`src/rtl/axis_width_pkg.sv`:
```
// axis_width_pkg: shared defaults and helpers for the AXI-Stream width converters
package axis_width_pkg;
    localparam int DEF_WIDTH = 32;
    localparam int DEF_NUM_REG = 2;
    function automatic int idx_bits(input int n);
        return (n > 1) ? $clog2(n) : 1;
    endfunction
endpackage

```
`src/rtl/axis_out_reg.sv`:
```
// axis_out_reg: registered valid/ready output stage with load/hold/clear behaviour
module axis_out_reg #(
    parameter int W = 8
) (
    input  logic         clk,
    input  logic         rst_n,
    input  logic         load,
    input  logic [W-1:0] payload,
    output logic         accept,
    output logic         valid,
    input  logic         ready,
    output logic [W-1:0] q
);
    assign accept = rst_n && (!valid || ready);
    always_ff @(posedge clk or negedge rst_n) begin
        if (!rst_n) begin
            valid <= 1'b0;
            q     <= '0;
        end else if (load && accept) begin
            valid <= 1'b1;
            q     <= payload;
        end else if (ready) begin
            valid <= 1'b0;
        end
    end
endmodule

```
`src/rtl/axis_dwidth_upsizer.sv`:
```
// axis_dwidth_upsizer: packs NUM_REG narrow AXI-Stream beats into one wide beat, slot 0 in the low bits
module axis_dwidth_upsizer
    import axis_width_pkg::*;
#(
    parameter int WIDTH   = DEF_WIDTH,
    parameter int NUM_REG = DEF_NUM_REG
) (
    input  logic                     aclk,
    input  logic                     aresetn,
    input  logic                     s_axis_tvalid,
    output logic                     s_axis_tready,
    input  logic [WIDTH-1:0]         s_axis_tdata,
    input  logic                     s_axis_tlast,
    output logic                     m_axis_tvalid,
    input  logic                     m_axis_tready,
    output logic [WIDTH*NUM_REG-1:0] m_axis_tdata,
    output logic [NUM_REG-1:0]       m_axis_tkeep,
    output logic                     m_axis_tlast
);
    localparam int IW = idx_bits(NUM_REG);
    localparam int PW = WIDTH * NUM_REG + NUM_REG + 1;
    logic [NUM_REG-1:0][WIDTH-1:0] acc;
    logic [NUM_REG-1:0][WIDTH-1:0] wide;
    logic [NUM_REG-1:0]            acc_keep;
    logic [NUM_REG-1:0]            nxt_keep;
    logic [IW-1:0]                 idx;
    logic [PW-1:0]                 q;
    logic                          fire;
    logic                          done;
    assign fire = s_axis_tvalid && s_axis_tready;
    assign done = fire && (s_axis_tlast || idx == IW'(NUM_REG - 1));
    // Slots beyond the completing one are masked so a flushed partial beat carries zeros.
    always_comb begin
        nxt_keep = acc_keep | (NUM_REG'(1) << idx);
        for (int k = 0; k < NUM_REG; k++)
            wide[k] = nxt_keep[k] ? ((IW'(k) == idx) ? s_axis_tdata : acc[k]) : '0;
    end
    always_ff @(posedge aclk or negedge aresetn) begin
        if (!aresetn) begin
            acc      <= '0;
            acc_keep <= '0;
            idx      <= '0;
        end else if (done) begin
            acc      <= '0;
            acc_keep <= '0;
            idx      <= '0;
        end else if (fire) begin
            acc[idx]      <= s_axis_tdata;
            acc_keep[idx] <= 1'b1;
            idx           <= idx + IW'(1);
        end
    end
    axis_out_reg #(.W(PW)) u_out (
        .clk     (aclk),
        .rst_n   (aresetn),
        .load    (done),
        .payload ({wide, nxt_keep, s_axis_tlast}),
        .accept  (s_axis_tready),
        .valid   (m_axis_tvalid),
        .ready   (m_axis_tready),
        .q       (q)
    );
    assign {m_axis_tdata, m_axis_tkeep, m_axis_tlast} = q;
endmodule

```
`config.mk`:
```
export PLATFORM = sky130hd
export DESIGN_NAME = axis_dwidth_upsizer
export DESIGN_NICKNAME = d
export VERILOG_FILES = /design/src/rtl/axis_width_pkg.sv /design/src/rtl/axis_out_reg.sv /design/src/rtl/axis_dwidth_upsizer.sv
export SDC_FILE = /design/constraint.sdc
export NUM_CORES = 1
export LEC_CHECK = 0
export CAP_MARGIN = 0
export CORE_ASPECT_RATIO = 0.7
export CORE_UTILIZATION = 53
export CTS_CLUSTER_SIZE = 30
export DETAILED_ROUTE_END_ITERATION = 10
export PLACE_DENSITY = 0.78
export SLEW_MARGIN = 20
export SYNTH_ARGS = -nofsm -noshare
export SYNTH_HDL_FRONTEND = slang
export SYNTH_SLANG_ARGS = --single-unit
```
`constraint.sdc`:
```
create_clock -name aclk -period 2.04 [get_ports aclk]
set_input_delay 0.408 -clock aclk [delete_from_list [all_inputs] [get_ports aclk]]
set_output_delay 0.408 -clock aclk [all_outputs]
set_load 0.01 [all_outputs]
```
==> Word-level counts from Yosys, hierarchy flattened <==
Cells that the tools add are included.
{ "totals": {"output_inout_bits": 69, "input_bits": 37, "ff_bits": 135, "wordCells": 39} }
{ "op_classes": {"n_addsub": 1, "shift": 1, "reduce_logical": 10, "mux": 17, "n_lt_le_gt_ge": 2, "bitwise": 2} }
{ "op_table": {"columns": ["cell", "n"], "rows": [
  ["$mux W32", 5],
  ["$mux W64", 2],
  ["$bwmux W64", 1],
  ["$demux W32 S1", 1],
  ["$logic_and A1 B1 Y1", 5],
  ["$mux W1", 5],
  ["$mux W2", 2],
  ["$or A2 B2 Y2", 2],
  ["$reduce_bool A2 Y1", 2],
  ["$logic_or A1 B1 Y1", 2],
  ["$lt A1 B2 Y1 const B", 1],
  ["$shl A1 B1 Y2 const A", 1],
  ["$add A1 B1 Y1 const B", 1],
  ["$demux W1 S1", 1],
  ["$ge A1 B1 Y1 const B", 1],
  ["$logic_not A1 Y1", 1]
]} }

==> Depth between registers and ports, before layout <==
Gate-level depths: netlist of run 1.
{ "depth": {"ltp_word": 7, "mapped_depth": 6, "mapped_depth_nobuf": 3} }

==> By module <==
Synthesis of run 1 repeated with hierarchy kept, for this count alone.
{ "unflattened": {"hier_cells": 406, "hier_area_um2": 5711.7} }
{ "modules_own_cells": {"columns": ["module", "area_each_um2", "n_inst", "seq_area_each_um2", "cells_per_inst"], "rows": [
  ["axis_dwidth_upsizer", 2999.1, 1, 1676.6, 259],
  ["axis_out_reg", 2712.6, 1, 1701.6, 147]
]} }

==> Worst setup path after synthesis of run 1 <==
OpenSTA, ideal clock, no wires.
{ "synth_timing": {"kind": "reg2reg", "from": "register u_out.valid", "to": "register u_out.q[63]", "synth_period_minus_slack_ns": 1.494, "n_path_buf": 2, "setup_ns": 0.125, "t_required_ns": 1.915, "arrival_ns": 1.369, "path_slack_ns": 0.546, "path_stages_with_launch": 6, "path_cell_list": "dfrtp_1 > nor2b_4 > nor3_4 > buf_6 > buf_6 > mux2_4"} }
{ "synth_between": {"elab_chain_len": 6} }
{ "synth_rtl": {"columns": ["element", "line", "text"], "rows": [
  ["from (decl)", "axis_out_reg.sv:10", "output logic valid,"],
  ["from (signal assigned)", "axis_out_reg.sv:17", "valid <= 1'b0;"],
  ["from (signal assigned)", "axis_out_reg.sv:20", "valid <= 1'b1;"],
  ["from (signal assigned)", "axis_out_reg.sv:23", "valid <= 1'b0;"],
  ["$logic_not A1 Y1 (*)", "axis_out_reg.sv:14", "assign accept = rst_n && (!valid || ready);"],
  ["$logic_or A1 B1 Y1 (*)", "axis_out_reg.sv:14", null],
  ["$logic_and A1 B1 Y1 (*)", "axis_out_reg.sv:14", null],
  ["$logic_and A1 B1 Y1", "axis_dwidth_upsizer.sv:30", "assign fire = s_axis_tvalid && s_axis_tready;"],
  ["$logic_and A1 B1 Y1", "axis_dwidth_upsizer.sv:31", "assign done = fire && (s_axis_tlast || idx == IW'(NUM_REG - 1));"],
  ["$logic_and A1 B1 Y1 (*)", "axis_out_reg.sv:19", "end else if (load && accept) begin"],
  ["to (signal assigned)", "axis_out_reg.sv:21", "q <= payload;"],
  ["to (decl)", "axis_out_reg.sv:12", "output logic [W-1:0] q"]
]} }
Mark *: on every way between the ends. The rest lies on a longest branch, timed or not.
A chain may end at the register's enable or synchronous reset.

==> Worst setup path in the final report of run 1 <==
{ "layout_timing": {"from": "input aresetn", "to": "output s_axis_tready"} }
{ "layout_between": {"elab_chain_len": 1} }
{ "layout_rtl": {"columns": ["element", "line", "text"], "rows": [
  ["from (decl)", "axis_dwidth_upsizer.sv:9", "input logic aresetn,"],
  ["$logic_and A1 B1 Y1", "axis_out_reg.sv:14", null],
  ["to (decl)", "axis_dwidth_upsizer.sv:11", "output logic s_axis_tready,"]
]} }
No other way between the ends.

==> results of run 1 <==
==> critical path: stages <==
cell,delay (ns)
dlygate4sd3_1,0.54
buf_6,0.18
and2_1,0.17
dlygate4sd2_1,0.27
==> cells in the mapped netlist (all sizes together) (2+ instances only) <==
cell and n:
a21oi 65, nand2 94, o21a 2, and2 36, a22o 3, mux2 32
clkbuf 30, o21ai 62, buf 28, a31oi 35, nor2 3, nand3 2
nor2b 34, nand4 32, dfrtp 135
==> final timing paths <==
kind	startpoint	slack, ns	to	cells past startpoint
setup / recovery	aresetn	0.05	s_axis_tready	4
hold / removal	aresetn	0.38	acc[17]$_DFFE_PN0P_	2
setup reg to reg	u_out.valid$_DFFE_PN0P_	0.36	u_out.q[1]$_DFFE_PN0P_	5
hold reg to reg	acc[49]$_DFFE_PN0P_	0.49	acc[49]$_DFFE_PN0P_	1
max in group asynchronous	aresetn	0.73	idx$_DFFE_PN0P_	3
min in group aclk	acc[49]$_DFFE_PN0P_	0.49	acc[49]$_DFFE_PN0P_	1
==> per-layer routing <==
layer  routed length, um  vias up  part of all wire [%]  global-route usage, %
li1                    -     2249                     -                      -
met1                7558     2438                    47                  44.98
met2                7018      216                    44                  41.31
met3                1282       17                   8.0                  7.071
met4                 157        0                  0.98                  7.647
met5                   0        -                     0                      0
==> cells by family (layout without fill, tap and decap cells) <==
| kind of cell | count (synthesis) | after routing | share of synthesized area, % |
|---|---|---|---|
| flops | 135 | 135 | 56.19 |
| simple gates | 204 | 204 | 17.61 |
| mux | 32 | 32 | 6.181 |
| compound gates | 167 | 167 | 14.90 |
| buf+inv | 59 | 159 | 5.120 |
==> what timing repair did <==
action                     in CTS  in global routing
hold buffers                    1                  0
hold endpoints to repair        7                  0
resized for setup               1                  0
setup endpoints to repair       1                  0
==> power groups by stage <==
stage          combinational (mW)  clock (mW)  sequential [mW]
5_1_grt                      2.47        3.18             3.50
4_1_cts                      2.29        3.05             3.45
2_1_floorplan               0.904           0             3.60
3_3_place_gp                 2.21           0             3.46
6_report                     2.29        3.03             3.44
3_5_place_dp                 2.27           0             3.48
==> sequential cells by signal, summed over array words and instances (netlist names) <==
| signal | flops |
|---|---|
| acc | 64 |
| idx | 1 |
| u_out.valid | 1 |
| u_out.q | 67 |
| acc_keep | 2 |
==> through the flow <==
| stage | hold WS [ns] | cells |
|---|---|---|
| after floorplan | 0.1124 | 597 |
| after global placement | 0.2281 | 817 |
| after detailed placement | 0.2325 | 817 |
| after CTS | 0.3700 | 850 |
| after global routing | 0.3854 | 850 |
| final | 0.3793 | 850 |
==> layout make-up <==
cell class              instances  share of cell area, %
clock buffers                  18                  5.643
clock inverters                14                  1.961
inverters                       1                0.04823
multi-input cells             403                  29.94
flip-flops and latches        135                  43.42
well taps                     153                  2.460
repair buffers                126                  16.53
==> results.json, run 1 <==
{
  "ys_types": 29,
  "fp-row-count": 32,
  "synth.area.top_cells": "dfrtp_1 56%, nand2_1 5.8%, mux2_2 5.4%",
  "max_freq_mhz": 503.1,
  "rsz0062_at_grt": "no",
  "fin_skew_ns": 0.004584,
  "clk_latency_ns": 0.41,
  "port_buffers": 105,
  "nNetsFinal": 721,
  "crit_path_end_kind": "output port",
  "post_cts_buffers": 0,
  "die_w_um": 129.3,
  "root_buffer": "clkbuf_16",
  "die_area_um2": 11780,
  "multi_input_area_um2": 2330,
  "syn_to_final_growth_pct": 29.45,
  "leakage_nw": 3.431,
  "dp_hpwl_um": 10110,
  "outcome": "completed",
  "coreArea_um2": 11010,
  "dpl_worst_slack_ns": -0.1505,
  "regArea_um2": 3379,
  "dr.pass1.iters": 5,
  "pwr_density_cell_nw_per_um2": 1126,
  "period_minus_slack_ns": 1.988,
  "maxCapViolCount": 0,
  "synth_top_cell_by_area": "dfrtp_1",
  "path_class": "in -> out",
  "drtIter0Drc": 519,
  "synth_seq_cells": 135,
  "grt_first_pass_wirelength_um": 25940,
  "ir_drop_v": 0.0006660,
  "wl_per_cell_um": 18.84,
  "finalCritPeriodShare_pct": 97.44,
  "grt_pass1_vias": 4819,
  "htree_levels": 4,
  "async_flop_share_pct": 100.0,
  "netlist_area_um2": 6012,
  "drc": 0,
  "final_area_um2": 7782,
  "ant_nets": 0,
  "crit_arrival_ns": 1.58,
  "synth_edf_count": 0,
  "mostFrequentLayoutCells": "134 x dfrtp_1, 103 x clkdlybuf4s50_1, 93 x nand2_1",
  "intPower_mw": 6.177,
  "via_count": 4920,
  "p_seq_share_pct": 39.3,
  "place_area_um2": 7182,
  "syn-instance-count": 597,
  "fillers": 783,
  "synth_seq_area_share_pct": 56.19,
  "numCtsBuffers": 17,
  "grt_usage_pct": 29.32,
  "required_ns": 1.63,
  "cts_tree": "done",
  "gp_congestion": 0.7880,
  "max_slew.worst_pin.slew_ns": 0.7057,
  "clock_tree.buffer_depth": 2,
  "fin_setup_tns_ns": 0,
  "grt.overflow.total": 0,
  "clk_pin_slew_ns": 0.06,
  "diodes": 0,
  "viasPerCell": 5.788,
  "postSynthAreaPerCell_um2": 10.07,
  "maxSlewViolCount": 0,
  "routed_wl_um": 16020,
  "initial_core_util_pct": 54.60,
  "finalHoldViolCount": 0,
  "io_pins": 106,
  "power.total_mw": 8.761,
  "synthesis.nets": 634,
  "clockPowerShare_pct": 34.6,
  "critPathLaunchType": "input port",
  "final_common_cell": "dfrtp_1",
  "finalCoreUtilization_pct": 70.68,
  "antenna_found_initial": 0,
  "grt_start_max_net_pins": 129,
  "netSwitchingFraction_pct": 29.49,
  "yosysWarnings": 0,
  "synth_flop_cell": "dfrtp_1",
  "setup_ws_ns": 0.05225,
  "synth_top_area_share_pct": 56.19,
  "drive_above_1_share_pct": 13.34,
  "power_frac_comb_pct": 26.1,
  "die-height_um": 91.11,
  "critPathMaxFanout": 11,
  "slew_headroom_pct": 52.96,
  "finalSetupViolCount": 0,
  "p_switching_mw": 2.584,
  "hold_class": "in -> async",
  "clock_sinks": 135
}
(Power assumes the default switching activity.)
==> inputs of run 2 (changes only) <==
--- a/config.mk
+++ b/config.mk
@@ -5,8 +5,9 @@
 export SDC_FILE = /design/constraint.sdc
 export NUM_CORES = 1
 export LEC_CHECK = 0
-export CAP_MARGIN = 0
+export CAP_MARGIN = 5
 export CORE_ASPECT_RATIO = 0.7
+export CORE_MARGIN = 4
 export CORE_UTILIZATION = 53
 export CTS_CLUSTER_SIZE = 30
 export DETAILED_ROUTE_END_ITERATION = 10
==> run 2 against run 1 <==
  * Via count increased by 0.91%
  * Final cell count increased by 0.35%
  * Non-clock buffer count up 3
  * Worst hold slack got worse by 0.029 ns
  * Sequential power hardly changed
  * Core utilization up 0.82 points
  * Cell area increased by 1.5%
  * Die area grew 12%
  * Largest cell class unchanged
==> results.json, run 2 (synthesized netlist as in run 1, its figures left out) <==
{
  "critPathTopFamily": "buffers and inverters",
  "die_w_um": 135.3,
  "via_count": 4965,
  "gp_congestion": 0.8364,
  "power.total_mw": 9.296,
  "critPathMaxFanout": 8,
  "fin_skew_ns": 0.01757,
  "dp_hpwl_um": 10500,
  "fillers": 822,
  "top_regs": "u_out.q (67), acc (64), acc_keep (2)",
  "die_area_um2": 13140,
  "grt_start_max_net_pins": 73,
  "leakage_nw": 3.507,
  "final_common_cell": "dfrtp_1",
  "whs_ns": 0.3505,
  "cpPeakStageDelay_ns": 0.55,
  "crit_path_end_kind": "output port",
  "cts_tree": "done",
  "rrSetupSlack_ns": 0.35,
  "crit_chain": "dlygate4sd3_1, buf_6, and2_1, dlygate4sd2_1",
  "hold_class": "in -> async",
  "finalCoreUtilization_pct": 71.50,
  "io_pins": 106,
  "clock_tree.buffer_depth": 2,
  "fp-row-count": 32,
  "drc": 0,
  "required_ns": 1.63,
  "pwr_density_cell_nw_per_um2": 1176,
  "routed.top_layer": "met4",
  "rsz0062_at_grt": "no",
  "path_class": "in -> out",
  "clk_latency_ns": 0.42,
  "dpl_worst_slack_ns": -0.1193,
  "mostFrequentLayoutCells": "134 x dfrtp_1, 103 x clkdlybuf4s50_1, 93 x nand2_1",
  "dr.pass1.iters": 5,
  "outcome": "completed",
  "syn_to_final_growth_pct": 31.43,
  "nNetsFinal": 724,
  "critPathLaunchType": "input port",
  "setup_ws_ns": 0.09736,
  "slew_headroom_pct": 39.12,
  "met2WireLength_um": 7153,
  "grt_first_pass_wirelength_um": 26590,
  "wl_per_cell_um": 19.21,
  "ant_nets": 0,
  "period_minus_slack_ns": 1.943,
  "diodes": 0,
  "drtIter0Drc": 645,
  "post_cts_buffers": 0,
  "grt_pass1_vias": 4852,
  "maxSlewViolCount": 0,
  "viasPerCell": 5.821,
  "met3_wirelength_um": 1307,
  "drive_above_1_share_pct": 13.71,
  "met1Wirelength_um": 7691,
  "initial_core_util_pct": 54.40,
  "critPathBufInv": 3,
  "maxCapViolCount": 0,
  "r2r_start": "u_out.valid$_DFFE_PN0P_",
  "grt_usage_pct": 25.74,
  "finalCritPeriodShare_pct": 95.23,
  "grt.overflow.total": 0,
  "htree_levels": 4,
  "finalSetupViolCount": 0,
  "port_buffers": 105,
  "largest_reg_flops": 67,
  "clk_pin_slew_ns": 0.06,
  "crit_slowest_cell": "dlygate4sd3_1",
  "reg2reg_depth": 5,
  "crit_arrival_ns": 1.53,
  "root_buffer": "clkbuf_16",
  "clock_sinks": 135,
  "max_freq_mhz": 514.8,
  "timing.rr.end": "u_out.q[15]$_DFFE_PN0P_",
  "top_register": "u_out.q",
  "coreArea_um2": 11050,
  "max_slew.worst_pin.slew_ns": 0.9131,
  "finalHoldViolCount": 0,
  "die-height_um": 97.11,
  "numCtsBuffers": 17,
  "antenna_found_initial": 0,
  "ir_drop_v": 0.0007041,
  "routed_wl_um": 16380
}
run 2: per-stage QoR:
stage | area [um^2] | TNS (ns) | cells
after floorplan | 6012 | 0 | 597
after global placement | 7204 | -2.149 | 820
after detailed placement | 7204 | -2.665 | 820
after CTS | 7901 | 0 | 853
after global routing | 7901 | 0 | 853
final | 7901 | 0 | 853
run 2: metal layers:
layer,vias to the layer above,track usage [%]
met5,-,0
met4,0,5.964
met3,24,7.143
met2,247,35.24
met1,2430,40.64
li1,2264,-
run 2: worst max-delay path by stage:
| stage | start | end | cells past startpoint |
|---|---|---|---|
| finish | aresetn | s_axis_tready | 4 |
| global route | aresetn | s_axis_tready | 4 |
| CTS | aresetn | s_axis_tready | 4 |
| detailed placement | m_axis_tready | u_out.q[29]$_DFFE_PN0P_ | 6 |
| global placement | m_axis_tready | s_axis_tready | 4 |
| floorplan | u_out.valid$_DFFE_PN0P_ | u_out.q[63]$_DFFE_PN0P_ | 5 |
run 2: area by class of cell:
class	count	area, um^2	area share [%]
tap	153	191.4	2.423
multi-input combinational	403	2330	29.49
clock inverter	12	221.5	2.803
sequential	135	3379	42.77
timing repair buffer	129	1309	16.56
inverter	1	3.754	0.04751
clock buffer	20	466.7	5.907
run 2: power by group:
part           internal, mW  switching [mW]  total, mW
sequential             3.15           0.301       3.45
combinational          1.20            1.12       2.32
clock                  2.39            1.14       3.52
run 2: what timing repair did:
item                                    4_1_cts  5_1_grt
hold endpoints to repair                      3        0
gates resized for setup                       1        0
endpoints found under the setup margin        1        0
hold buffers                                  1        0
run 2: worst reg2reg max path, cell delays in order (launching register included):
cell	delay (ns)
dfrtp_1	0.43
nand2b_2	0.09
buf_4	0.37
buf_4	0.39
a31oi_1	0.15
a21oi_1	0.18
==> inputs of run 3 (changes only) <==
--- a/config.mk
+++ b/config.mk
@@ -12,6 +12,7 @@
 export CTS_CLUSTER_SIZE = 30
 export DETAILED_ROUTE_END_ITERATION = 10
 export PLACE_DENSITY = 0.78
+export RECOVER_POWER = 100
 export SLEW_MARGIN = 20
 export SYNTH_ARGS = -nofsm -noshare
 export SYNTH_HDL_FRONTEND = slang
==> run 3 against run 2 <==
  * Register-to-register slack got worse by 0.21 ns
  * Sequential power barely moved
  * Sequential cell count did not move
  * Final cell count did not move
  * Sequential share of layout area rose by 0.26 points
  * Clock power barely moved
  * Worst hold slack got worse by 0.0035 ns
  * Critical path depth did not move
  * Core utilization fell by 0.46 points
  * Critical endpoint unchanged
==> results.json, run 3 (synthesized netlist as in run 1, its figures left out) <==
{
  "die_area_um2": 13140,
  "p_seq_share_pct": 37.7,
  "power.total_mw": 9.091,
  "grt_first_pass_wirelength_um": 26590,
  "clk_latency_ns": 0.42,
  "crit_arrival_ns": 1.54,
  "diodes": 0,
  "layout.cells.non_filler": 853,
  "whs_ns": 0.3470,
  "mostFrequentLayoutCells": "135 x dfrtp_1, 94 x nand2_1, 69 x dlygate4sd3_1",
  "finalCritPeriodShare_pct": 95.66,
  "clockPowerShare_pct": 38.8,
  "hold_class": "in -> async",
  "antenna_found_initial": 0,
  "max_slew.worst_pin.slew_ns": 0.9879,
  "drc": 0,
  "slew_headroom_pct": 34.14,
  "netSwitchingFraction_pct": 27.83,
  "ant_nets": 0,
  "outcome": "completed",
  "dp_cells": 820,
  "dpl_worst_slack_ns": -0.1193,
  "critPathLaunchType": "input port",
  "cts_tree": "done",
  "io_pins": 106,
  "max_freq_mhz": 512.4,
  "port_buffers": 105,
  "gp_congestion": 0.8364,
  "p_switching_mw": 2.530,
  "post_cts_buffers": 0,
  "crit_slowest_cell": "dlygate4sd3_1",
  "fin_setup_tns_ns": 0,
  "die-height_um": 97.11,
  "required_ns": 1.63,
  "fillers": 835,
  "ir_drop_v": 0.0007162,
  "syn_to_final_growth_pct": 30.57,
  "initial_core_util_pct": 54.40,
  "dr.pass1.iters": 5,
  "final_area_um2": 7850,
  "numCtsBuffers": 17,
  "routed_wl_um": 16390,
  "fin_skew_ns": 0.01672,
  "pwr_density_cell_nw_per_um2": 1158,
  "viasPerCell": 5.817,
  "intPower_mw": 6.561,
  "place_area_um2": 7204,
  "clock_tree.buffer_depth": 2,
  "leakage_nw": 3.531,
  "regArea_um2": 3378,
  "htree_levels": 4,
  "drive_above_1_share_pct": 12.86,
  "cpPeakStageDelay_ns": 0.55,
  "critPathMaxFanout": 8,
  "clk_pin_slew_ns": 0.06,
  "top_regs": "u_out.q (67), acc (64), acc_keep (2)",
  "drtIter0Drc": 634,
  "multi_input_area_um2": 2312,
  "clock_sinks": 135,
  "crit_path_end_kind": "output port",
  "grt_usage_pct": 25.74,
  "nNetsFinal": 724,
  "finalSetupViolCount": 0,
  "finalHoldViolCount": 0,
  "grt_pass1_vias": 4852,
  "grt_start_max_net_pins": 73,
  "fp-row-count": 32,
  "dp_hpwl_um": 10500,
  "finalCoreUtilization_pct": 71.04,
  "setup_ws_ns": 0.08843,
  "crit_chain": "dlygate4sd3_1, buf_6, and2_0, dlygate4sd2_1",
  "path_class": "in -> out",
  "period_minus_slack_ns": 1.952,
  "root_buffer": "clkbuf_16",
  "maxCapViolCount": 0,
  "wl_per_cell_um": 19.22,
  "coreArea_um2": 11050,
  "top_register": "u_out.q",
  "via_count": 4962,
  "maxSlewViolCount": 0,
  "grt.overflow.total": 0,
  "final_common_cell": "dfrtp_1",
  "die_w_um": 135.3,
  "power_frac_comb_pct": 23.5,
  "rsz0062_at_grt": "no",
  "largest_reg_flops": 67
}
-- run 3: cell types whose count changed in the layout (fill, tap and decap cells not counted), moves of 2 or more --
cell,previous run,this run
and2_0,0,20
dlygate4sd3_1,1,69
buf_12,6,4
buf_4,17,12
mux2_1,0,2
clkbuf_2,0,3
clkbuf_4,0,4
mux2_4,3,1
clkdlybuf4s50_1,103,35
and2_1,35,15
-- run 3: repair_timing --
item	4_1_cts	5_1_grt
setup endpoints to repair	1	0
hold buffers	1	0
gates resized for setup	1	0
hold endpoints to repair	3	0
-- run 3: power groups by stage --
stage          clock network (mW)  registers, mW  logic, mW
5_1_grt                      3.70           3.49       2.32
6_report                     3.52           3.43       2.14
2_1_floorplan                   0           3.60      0.904
4_1_cts                      3.55           3.45       2.33
3_5_place_dp                    0           3.49       2.29
3_3_place_gp                    0           3.47       2.24
-- run 3: worst paths after layout --
kind                       slack (ns)                 endpoint                start  cells past startpoint
setup / recovery                 0.09            s_axis_tready              aresetn                      4
hold / removal                   0.35      acc[19]$_DFFE_PN0P_              aresetn                      2
setup reg to reg                 0.14  u_out.q[25]$_DFFE_PN0P_      idx$_DFFE_PN0P_                      5
hold reg to reg                  0.48      acc[58]$_DFFE_PN0P_  acc[58]$_DFFE_PN0P_                      1
max in group asynchronous        0.51      acc[45]$_DFFE_PN0P_              aresetn                      3
min in group aclk                0.48      acc[58]$_DFFE_PN0P_  acc[58]$_DFFE_PN0P_                      1
-- run 3: per-layer routing --
layer | routed length (um) | global-route usage [%] | part of all wire [%]
met1 | 7580 | 40.64 | 46
met2 | 7134 | 35.24 | 44
met3 | 1462 | 7.143 | 8.9
met4 | 214 | 5.964 | 1.3
met5 | 0 | 0 | 0
-- run 3: cell type report --
cell class / instances / area share (%)
clock buffers: 20 / 5.945
repair buffers: 129 / 16.26
multi-input cells: 403 / 29.45
inverters: 1 / 0.04782
clock inverters: 12 / 2.821
flip-flops and latches: 135 / 43.03
well taps: 153 / 2.439
-- run 3: critical path: cells and delay by family --
kind	cells	cell delay [ns]
and+or+nand+nor	1	0.15
buffers and inverters	3	0.98
==> RTL edit 1 (config.mk and constraints of run 3) <==
Set the package constant `DEF_WIDTH` to 48 (it was 32).
--- a/src/rtl/axis_width_pkg.sv
+++ b/src/rtl/axis_width_pkg.sv
@@ -1,6 +1,6 @@
 // axis_width_pkg: shared defaults and helpers for the AXI-Stream width converters
 package axis_width_pkg;
-    localparam int DEF_WIDTH = 32;
+    localparam int DEF_WIDTH = 48;
     localparam int DEF_NUM_REG = 2;
     function automatic int idx_bits(input int n);
         return (n > 1) ? $clog2(n) : 1;
Ports: changed (resized m_axis_tdata and s_axis_tdata); port bits go from 106 to 154. No check against the original RTL was run, so the function may have changed too.
==> RTL edit 1 against run 3 <==
  * Critical path depth unchanged
  * Wire length grew 37%
  * Clock power down 3%
  * Sequential cell count increased by 64
  * Cell area grew 42%
  * Worst setup slack lost 0.029 ns
  * Power up 27%
  * Die area rose by 42%
  * Via count grew 43%
  * Register-to-register slack improved by 0.02 ns
  * Sequential power is 47% higher
  * Combinational power increased by 43%
  * Synthesized area grew 46%
==> RTL edit 1: results <==
<?xml version="1.0" encoding="UTF-8"?>
<metrics>
  <group name="run_status">
    <metric name="result_of_the_run" unit="">complete, no violations</metric>
  </group>
  <group name="cells_and_area">
    <metric name="nets" unit="">1057</metric>
    <metric name="drive_gt1_share" unit="%">12.19</metric>
    <metric name="reg_top3" unit="">u_out.q x99, acc x96, acc_keep x2</metric>
  </group>
  <group name="critical_path">
    <metric name="path_max_fanout" unit="">6</metric>
    <metric name="crit_arrival" unit="ns">1.57</metric>
    <metric name="worst_r2r_endpoint" unit="">u_out.q[45]$_DFFE_PN0P_</metric>
    <metric name="worst_r2r_path_depth" unit="">3</metric>
  </group>
  <group name="global_routing">
    <metric name="gr-usage-met2" unit="%">37.54</metric>
    <metric name="grt_pass1_vias" unit="">7057</metric>
    <metric name="grt_max_degree" unit="">145</metric>
    <metric name="grt_use_total" unit="%">24.79</metric>
  </group>
  <group name="detailed_routing">
    <metric name="detail_route.wl_per_cell" unit="um">18.07</metric>
    <metric name="drt_first_iter_violations" unit="">602</metric>
    <metric name="met2WireLength" unit="mm">10.31</metric>
    <metric name="met1_length" unit="mm">10.26</metric>
  </group>
  <group name="synth">
    <metric name="synth_fp_nets" unit="">932</metric>
    <metric name="syn_avg_cell_area" unit="sq um">9.973</metric>
    <metric name="synthMuxAreaShare" unit="%">6.166</metric>
    <metric name="synth-compound-area-share" unit="%">15.02</metric>
    <metric name="netlist_top_cells_area" unit="">sky130_fd_sc_hd__dfrtp_1, sky130_fd_sc_hd__nand2_1, sky130_fd_sc_hd__mux2_2</metric>
  </group>
  <group name="placed_design">
    <metric name="dp_slack" unit="ns">-0.1145</metric>
    <metric name="gp_congestion" unit="">0.7692</metric>
    <metric name="port_buffers" unit="">153</metric>
    <metric name="placed_cell_area" unit="sq um">10590</metric>
  </group>
  <group name="pwr">
    <metric name="ir_worst_vdd" unit="uV">524.6</metric>
    <metric name="seq_power" unit="mW">5.04</metric>
    <metric name="leakage" unit="nW">5.020</metric>
    <metric name="powerDensity" unit="nW/um^2">1032</metric>
    <metric name="power_switching_share" unit="%">30.33</metric>
  </group>
  <group name="sta">
    <metric name="fin_hold_ws" unit="ns">0.3648</metric>
    <metric name="worst_case_headroom_to_the_max_slew_limit" unit="%">25.18</metric>
    <metric name="final_period_minus_worst_setup_slack" unit="ns">1.981</metric>
  </group>
</metrics>
## RTL edit 1: changes by cell type in the layout (fill, tap and decap cells not counted), sizes merged, moves of 32 or more
cell / run 3 / this run
a21oi: 65 / 97
dfrtp: 135 / 199
dlygate4sd3: 69 / 101
nand2: 94 / 142
o21ai: 62 / 94
## RTL edit 1: area by class of cell
type | instances | area, sq um
Fill cell | 1213 | 5096
Sequential cell | 199 | 4985
Multi-Input combinational cell | 595 | 3415
Timing Repair Buffer | 190 | 1872
Clock buffer | 19 | 452.9
Tap cell | 225 | 281.5
Clock inverter | 13 | 143.9
Inverter | 1 | 3.754
## RTL edit 1: what timing repair did
item                                    CTS  global route
hold endpoints to repair                  1             0
hold buffers                              1             0
endpoints found under the setup margin    1            16
resized for setup                         1             2
## RTL edit 1: worst max-delay path: cells and delay by family
kind	cells	cell delay, ns
AND/OR/NAND/NOR	1	0.16
buffers and inverters	3	1.00
==> RTL edit 2 (settings of run 3) <==
Without the edit above. Reset style: synchronous (`aresetn` and `rst_n`), changed in 2 clocked blocks.
--- a/src/rtl/axis_out_reg.sv
+++ b/src/rtl/axis_out_reg.sv
@@ -12,7 +12,7 @@
     output logic [W-1:0] q
 );
     assign accept = rst_n && (!valid || ready);
-    always_ff @(posedge clk or negedge rst_n) begin
+    always_ff @(posedge clk) begin
         if (!rst_n) begin
             valid <= 1'b0;
             q     <= '0;
--- a/src/rtl/axis_dwidth_upsizer.sv
+++ b/src/rtl/axis_dwidth_upsizer.sv
@@ -35,7 +35,7 @@
         for (int k = 0; k < NUM_REG; k++)
             wide[k] = nxt_keep[k] ? ((IW'(k) == idx) ? s_axis_tdata : acc[k]) : '0;
     end
-    always_ff @(posedge aclk or negedge aresetn) begin
+    always_ff @(posedge aclk) begin
         if (!aresetn) begin
             acc      <= '0;
             acc_keep <= '0;
Formal check against the unedited RTL: differs if aresetn is asserted again (counterexample within 4 cycles, from zero or initial values and one cycle with aresetn low); with aresetn held inactive, the same outputs for 4 cycles.
==> RTL edit 2 against run 3 <==
  * Final cell count is 12% lower
  * Clock skew is 0.0068 ns lower
  * Wire length is 9.1% lower
  * Sequential cell count stayed put
  * Worst hold slack better by 0.11 ns
  * Highest routed layer unchanged
  * Worst setup slack better by 0.077 ns
  * Maximum frequency is 4.1% higher
  * Cell area is 7.9% lower
  * Non-clock buffer count is 8 higher
  * Via count is 6.9% lower
  * Synthesized area is 6.2% lower
Power is not compared: it rests on default switching activity, and its combinational part moved more than twofold at a synthesized area within 25%.
==> RTL edit 2: results <==
<?xml version="1.0" encoding="UTF-8"?>
<metrics>
  <group name="detailed_routing">
    <metric name="met2WireLength" unit="mm">6.682</metric>
    <metric name="drt_first_iter_violations" unit="">403</metric>
    <metric name="detail_route.wl_per_cell" unit="um">19.77</metric>
    <metric name="wl_met3" unit="mm">1.115</metric>
    <metric name="vias_per_cell" unit="">6.129</metric>
  </group>
  <group name="critical_path">
    <metric name="r2r_setup_slack" unit="ns">0.33</metric>
    <metric name="setup.worst_path.end" unit="">acc[13]$_SDFFE_PP0P_</metric>
    <metric name="crit_arrival" unit="ns">2.20</metric>
    <metric name="source_of_the_worst_register_to_register_timing_path" unit="">u_out.valid$_SDFFE_PN0P_</metric>
    <metric name="worst_r2r_endpoint" unit="">u_out.q[18]$_SDFFE_PN0P_</metric>
  </group>
  <group name="sta">
    <metric name="worst_slew_pin_slew" unit="ns">0.6651</metric>
    <metric name="fin_hold_ws" unit="ns">0.4572</metric>
    <metric name="final_period_minus_worst_setup_slack" unit="ns">1.874</metric>
  </group>
  <group name="synth">
    <metric name="synth-compound-area-share" unit="%">28.87</metric>
    <metric name="netlist_top_cells_area" unit="">sky130_fd_sc_hd__dfxtp_1, sky130_fd_sc_hd__mux2i_1, sky130_fd_sc_hd__o2bb2ai_2</metric>
    <metric name="async_reset_ff_share" unit="%">0</metric>
    <metric name="synth_commonest_cells" unit="">sky130_fd_sc_hd__dfxtp_1, sky130_fd_sc_hd__a21oi_1, sky130_fd_sc_hd__mux2i_1</metric>
  </group>
  <group name="global_routing">
    <metric name="grt_use_total" unit="%">24.88</metric>
    <metric name="globalRouteMet1Util" unit="%">33.30</metric>
    <metric name="grt_pass1_vias" unit="">4820</metric>
    <metric name="grt_pass1_wl" unit="mm">24.89</metric>
  </group>
  <group name="placed_design">
    <metric name="dp_cells" unit="">723</metric>
    <metric name="dp_slack" unit="ns">-0.3274</metric>
    <metric name="gp_congestion" unit="">0.7661</metric>
  </group>
  <group name="cells_and_area">
    <metric name="fillCellCount" unit="">776</metric>
    <metric name="nets" unit="">647</metric>
  </group>
  <group name="min_path">
    <metric name="holdCritPathClass" unit="">reg -&gt; reg</metric>
  </group>
  <group name="run_status">
    <metric name="result_of_the_run" unit="">complete, no violations</metric>
  </group>
</metrics>
RTL edit 2: power by group through the flow:
stage               clock network [mW]  logic [mW]  registers (mW)
global route                      3.12       0.790            2.81
floorplan                            0       0.433            2.86
finish                            2.96       0.732            2.80
CTS                               2.99       0.774            2.80
detailed placement                   0       0.767            2.86
global placement                     0       0.747            2.85
RTL edit 2: final cells by class:
| class | instances | area [sq um] | area share [%] |
|---|---|---|---|
| Clock buffer | 22 | 474.2 | 6.557 |
| Clock inverter | 9 | 98.84 | 1.367 |
| Inverter | 3 | 11.26 | 0.1557 |
| Multi-Input combinational cell | 316 | 2449 | 33.86 |
| Sequential cell | 135 | 2706 | 37.42 |
| Tap cell | 132 | 165.2 | 2.284 |
| Timing Repair Buffer | 137 | 1328 | 18.36 |
RTL edit 2: repair_timing:
item                                    CTS  global route
gates resized for setup                   1             1
endpoints found under the hold margin     0             0
hold buffers                              0             0
gates cloned                              0             0
buffers inserted                          0             0
endpoints found under the setup margin    1            25
